**config.mk**
```make
export PLATFORM = sky130hd
export DESIGN_NAME = scalable_mac_acc
export DESIGN_NICKNAME = d
export VERILOG_FILES = /design/src/rtl/scalable_mac_acc.sv
export SDC_FILE = /design/constraint.sdc
export NUM_CORES = 1
export LEC_CHECK = 0
export CORE_MARGIN = 4
export CORE_UTILIZATION = 39
export DETAILED_ROUTE_END_ITERATION = 10
export PLACE_DENSITY = 0.59
export SLEW_MARGIN = 20
export SYNTH_ARGS = -nofsm -noshare
export SYNTH_HDL_FRONTEND = slang
export SYNTH_SLANG_ARGS = --single-unit
```
**constraint.sdc**
```tcl
create_clock -name clk -period 3.65 [get_ports clk]
set_clock_uncertainty 0.15 [all_clocks]
set_input_delay 1.095 -clock clk [delete_from_list [all_inputs] [get_ports clk]]
set_output_delay 1.095 -clock clk [all_outputs]
set_load 0.01 [all_outputs]
```
**src/rtl/scalable_mac_acc.sv**
```systemverilog
// scalable_mac_acc: four-lane precision-scalable signed MAC accumulator with valid/ready handshakes.
// Define SCALABLE_MAC_ACC_SATURATE_EN for saturating lane adds and a sticky ovf flag; otherwise adds wrap.
module scalable_mac_acc #(
   parameter int ACT_W = 8,
   parameter int WGT_W = 8,
   parameter int ACC_W = 20
) (
   input  logic                    clk,
   input  logic                    rstn,
   input  logic                    in_valid,
   output logic                    in_ready,
   input  logic                    in_last,
   input  logic [1:0]              prec,
   input  logic signed [ACT_W-1:0] act,
   input  logic [WGT_W-1:0]        wgt,
   output logic                    out_valid,
   input  logic                    out_ready,
   output logic [4*ACC_W-1:0]      result,
   output logic                    ovf
);
   localparam int HW = WGT_W / 2;
   localparam int QW = WGT_W / 4;

   typedef enum logic [1:0] {IDLE, ACC, DRAIN, OUT} state_t;

   state_t                  state;
   logic [1:0]              mode_r;
   logic [1:0]              eff_mode;
   logic                    rdy_r;
   logic                    ovld_r;
   logic                    accept;
   logic                    vld_p1;
   logic signed [ACC_W-1:0] act_x;
   logic signed [ACC_W-1:0] wf;
   logic signed [ACC_W-1:0] wh      [2];
   logic signed [ACC_W-1:0] wq      [4];
   logic signed [ACC_W-1:0] prod_c  [4];
   logic signed [ACC_W-1:0] prod_p1 [4];
   logic signed [ACC_W-1:0] acc_p2  [4];

`ifdef SCALABLE_MAC_ACC_SATURATE_EN
   localparam logic signed [ACC_W-1:0] ACC_MAX = {1'b0, {(ACC_W-1){1'b1}}};
   localparam logic signed [ACC_W-1:0] ACC_MIN = {1'b1, {(ACC_W-1){1'b0}}};

   function automatic logic lane_ovf(input logic signed [ACC_W-1:0] a,
                                     input logic signed [ACC_W-1:0] b);
      logic [ACC_W:0] s;
      s = {a[ACC_W-1], a} + {b[ACC_W-1], b};
      return s[ACC_W] != s[ACC_W-1];
   endfunction

   function automatic logic signed [ACC_W-1:0] lane_add(input logic signed [ACC_W-1:0] a,
                                                       input logic signed [ACC_W-1:0] b);
      logic [ACC_W:0] s;
      s = {a[ACC_W-1], a} + {b[ACC_W-1], b};
      if (s[ACC_W] != s[ACC_W-1])
         return s[ACC_W] ? ACC_MIN : ACC_MAX;
      return s[ACC_W-1:0];
   endfunction
`else
   function automatic logic signed [ACC_W-1:0] lane_add(input logic signed [ACC_W-1:0] a,
                                                       input logic signed [ACC_W-1:0] b);
      return a + b;
   endfunction
`endif

   assign accept    = in_valid && rdy_r;
   assign in_ready  = rdy_r;
   assign out_valid = ovld_r;
   // The first beat of a vector picks the mode straight from prec; later beats use the latched copy.
   assign eff_mode  = (state == IDLE) ? prec : mode_r;

   always_comb begin
      act_x = ACC_W'(act);
      wf    = ACC_W'($signed(wgt));
      for (int k = 0; k < 2; k++) wh[k] = ACC_W'($signed(wgt[k*HW +: HW]));
      for (int k = 0; k < 4; k++) wq[k] = ACC_W'($signed(wgt[k*QW +: QW]));
      for (int k = 0; k < 4; k++) prod_c[k] = '0;
      case (eff_mode)
         2'b01:   for (int k = 0; k < 2; k++) prod_c[k] = act_x * wh[k];
         2'b10:   for (int k = 0; k < 4; k++) prod_c[k] = act_x * wq[k];
         default: prod_c[0] = act_x * wf;
      endcase
   end

   always_ff @(posedge clk or negedge rstn) begin
      if (!rstn) begin
         state  <= IDLE;
         mode_r <= 2'b00;
         rdy_r  <= 1'b0;
         ovld_r <= 1'b0;
      end else begin
         case (state)
            IDLE: begin
               rdy_r <= !(accept && in_last);
               if (accept) begin
                  mode_r <= prec;
                  state  <= in_last ? DRAIN : ACC;
               end
            end
            ACC: begin
               if (accept && in_last) begin
                  state <= DRAIN;
                  rdy_r <= 1'b0;
               end
            end
            DRAIN: begin
               state  <= OUT;
               ovld_r <= 1'b1;
            end
            OUT: begin
               if (out_ready) begin
                  state  <= IDLE;
                  ovld_r <= 1'b0;
                  rdy_r  <= 1'b1;
               end
            end
            default: state <= IDLE;
         endcase
      end
   end

   // Stage 1: lane products registered on the acceptance edge
   always_ff @(posedge clk or negedge rstn) begin
      if (!rstn) begin
         vld_p1 <= 1'b0;
         for (int k = 0; k < 4; k++) prod_p1[k] <= '0;
      end else begin
         vld_p1 <= accept;
         for (int k = 0; k < 4; k++) prod_p1[k] <= accept ? prod_c[k] : '0;
      end
   end

   // Stage 2: per-lane accumulation, cleared on the result handshake
   always_ff @(posedge clk or negedge rstn) begin
      if (!rstn) begin
         for (int k = 0; k < 4; k++) acc_p2[k] <= '0;
      end else if (ovld_r && out_ready) begin
         for (int k = 0; k < 4; k++) acc_p2[k] <= '0;
      end else if (vld_p1) begin
         for (int k = 0; k < 4; k++) acc_p2[k] <= lane_add(acc_p2[k], prod_p1[k]);
      end
   end

`ifdef SCALABLE_MAC_ACC_SATURATE_EN
   logic ovf_r;
   logic ovf_c;

   always_comb begin
      ovf_c = 1'b0;
      for (int k = 0; k < 4; k++) ovf_c = ovf_c | lane_ovf(acc_p2[k], prod_p1[k]);
   end

   always_ff @(posedge clk or negedge rstn) begin
      if (!rstn)                  ovf_r <= 1'b0;
      else if (ovld_r && out_ready) ovf_r <= 1'b0;
      else if (vld_p1 && ovf_c)   ovf_r <= 1'b1;
   end

   assign ovf = ovf_r;
`else
   assign ovf = 1'b0;
`endif

   always_comb begin
      result = '0;
      for (int k = 0; k < 4; k++) result[k*ACC_W +: ACC_W] = acc_p2[k];
   end
endmodule

```
==> metrics.md <==
| Metric | Value |
|---|---|
| GRT Util Overall | 19.67% |
| Minimum clock period | 4.794 ns |
| Hold crit path type | reg -> reg |
| Cell Count, Final, Fillers Out | 2404 |
| Worst Path Required | 3.80 ns |
| Tcrit/Tclk final | 131.3% |
| DIE AREA | 40350 sq um |
| Num ports | 106 |
| Clock root buffer | clkbuf_16 |
| Max Cap Violations | 0 |
| Die Wd | 200.9 um |
| H-tree depth | 4 |
| Startpoint types | primary input |
| GPL Wtd Cong | 0.8881 |
| Inst Count DP | 2348 |
| Antenna diode count | 0 |
| Vias per cell | 5.139 |
| DP HPWL | 32.39 mm |
| Hold_ws | 0.3604 ns |
| Fill count | 3291 |
| Synth warnings | 0 |
| Grt total ovfl | 0 |
| Largest net degree at the start of global routing | 54 |
| Failing checks | negative setup slack |
| Post-route DRC violation count | 0 |
| CP endpoint kind | flop |
| Synth unique cells | 79 |
| Final setup margin | -1.144 ns |
| P_int | 6.555 mW |
| CTS tree | built |
| Pre-CTS WS | -2.084 ns |
| Switching part of the total | 42.35% |
| Highest-count cells in the layout ignoring fill and taps | buf_4, ha_1, inv_1, nor2_1, dfrtp_1 |
| CTS Hold Buffers Added | 0 |
| Internal reg-to-reg setup slack | 0.63 ns |
| Final Hold Viols | 0 |
| Wire per inst | 16.58 um |
| # setup viols final | 21 |
| Clock latency on the worst-skew pair | 0.42 ns |
| Clk sink count | 135 |
| Worst-Margin Slew | 0.8234 ns |
| Reg power frac | 20.7% |
| Final WL | 39.85 mm |
| Pre-antenna DRT Iters | 5 |
| TNS Setup | -15.82 ns |
| Die Span Y | 200.9 um |
| Nets | 2241 |
| P&R area growth vs syn | 31.44% |
| Critical path class | in -> reg |
| First-pass GRT wire length | 65.07 mm |
| Final Util | 51.97% |
| Leakage Power | 9.731 nW |
| Clock share of power | 14.9% |
| Slew margin rel. | 45.11% |
| CP arrival | 4.94 ns |
| Core area | 36700 sq um |
| Design Power | 11.37 mW |
| IO buf count | 104 |
| Syn Area/Cell | 9.091 sq um |
| Sw power | 4.816 mW |
| Antenna Nets Post-Route | 0 |
| Logic pwr share | 64.5% |
| DRT iter0 DRCs | 609 |
| Number of flops mapped to enable cells by yosys | 0 |
| Commonest non-fill, non-tap cell in the layout | buf_4 |
| Row count | 70 |
| CTS max path bufs | 2 |
| Post-Syn Nets | 1913 |
| Fmax | 208.6 MHz |
| Maximum fanout along the worst path | 6 |
| Routed via count | 12360 |
| PwrDens | 596.3 nW/um^2 |
| #FFs+latches synth | 135 |
| Status | finished, violations left |
| Synth Instances | 1596 |
| Pins Over Slew Limit | 0 |
| Number of global-route vias before repair | 12370 |
| Antenna violations before repair | 0 |
| RSZ-0062 raised after global routing | true |
| Worst vdd ir | 0.3978 mV |
| Share of async-settable or async-resettable flops after synthesis | 100.0% |
| Clock transition at the registers of the reported paths | 0.05 ns |
| Share of cells above drive strength 1 | 23.24% |
| Initial Utilization | 39.54% |
| Design Area, Final | 19070 sq um |
| Sequential area share after synthesis | 23.28% |
| Cell Area, Synth | 14510 sq um |
| Placed instance area | 17890 sq um |
| Main flop type after synthesis | dfrtp_1 |
| CTS Buf Count | 17 |
## cells in the mapped netlist, types with 33 or more instances
cell type,n,area [sq um]
o21ai_0,49,245.2
nor2_1,162,608.1
nand2_1,79,296.5
inv_1,183,686.9
a21o_1,46,345.3
clkbuf_1,33,123.9
ha_1,200,2502
fa_1,94,1882
dfrtp_1,135,3378
xnor2_1,72,630.6
and2_1,42,262.8
a21oi_1,104,520.5
mux2i_1,48,480.5
## layer usage
metal  wire, um  GRT usage [%]  up-vias  part of all wire [%]
met1      19870          28.82     5962                    50
met4        765          5.162        0                   1.9
li1           -              -     6123                     -
met5          0              0        -                     0
met3       1271          1.971       41                   3.2
met2      17950          31.24      229                    45
## worst max-delay path: stages
cell and delay (ns):
buf_8 0.10, buf_6 0.12, and2_4 0.16, fa_2 0.40, fa_1 0.56, inv_2 0.04, fa_1 0.47, fa_1 0.51
inv_2 0.05, ha_4 0.24, a21o_1 0.18, a21oi_2 0.15, o21bai_1 0.12, a21oi_2 0.20, o21ai_2 0.09, a31oi_1 0.16
xor2_1 0.19, a21oi_2 0.07
## final cells by class
class                           count  area, sq um  share of cell area (%)
Tap cell                          468        585.6                   3.070
Clock buffer                       22        474.2                   2.487
Sequential cell                   135         3382                   17.73
Inverter                          187        721.9                   3.786
Timing Repair Buffer              358         3058                   16.03
Clock inverter                      9        100.1                  0.5249
Multi-Input combinational cell   1225        10750                   56.36
## logic make-up (layout without fill, tap and decap cells)
kind of cell	count (synthesis)	after routing	share of synthesized area, %
muxes	51	51	3.544
AOI/OAI and AO/OA	354	354	16.22
DFF	135	135	23.28
xor gates and xnor gates	101	101	6.097
other	1	1	0.02585
buffers and inverters	236	576	6.459
adders and majority gates	294	294	30.22
and+or+nand+nor	424	424	14.15
## registers in the layout (all words and copies together) (netlist names)
| name | count |
|---|---|
| prod_p1 | 48 |
| vld_p1 | 1 |
| out_valid | 1 |
| in_ready | 1 |
| result | 80 |
| mode_r | 2 |
| state | 2 |
## repair_timing
| action | CTS | global route |
|---|---|---|
| pin swaps | 79 | 52 |
| hold endpoints to repair | 0 | 0 |
| gates resized for setup | 133 | 56 |
| buffers inserted | 33 | 9 |
| setup endpoints to repair | 27 | 23 |
## worst paths after layout
check | from | end | cells after the start
min in group asynchronous | rstn | result[48] | 1
worst min register to register | mode_r[0] | mode_r[0] | 1
worst max-delay path | act[3] | prod_p1[74] | 18
worst max register to register | result[20] | result[38] | 10
worst min-delay path | mode_r[0] | mode_r[0] | 1
max in group asynchronous | rstn | result[29] | 2
## power by group through the flow
stage               clock network, mW  registers (mW)  logic (mW)
global route                     1.79            2.42        8.07
CTS                              1.73            2.35        6.96
floorplan                           0            2.30        4.14
global placement                    0            2.37        6.49
detailed placement                  0            2.38        6.60
finish                           1.69            2.35        7.33
(Power assumes the default switching activity.)
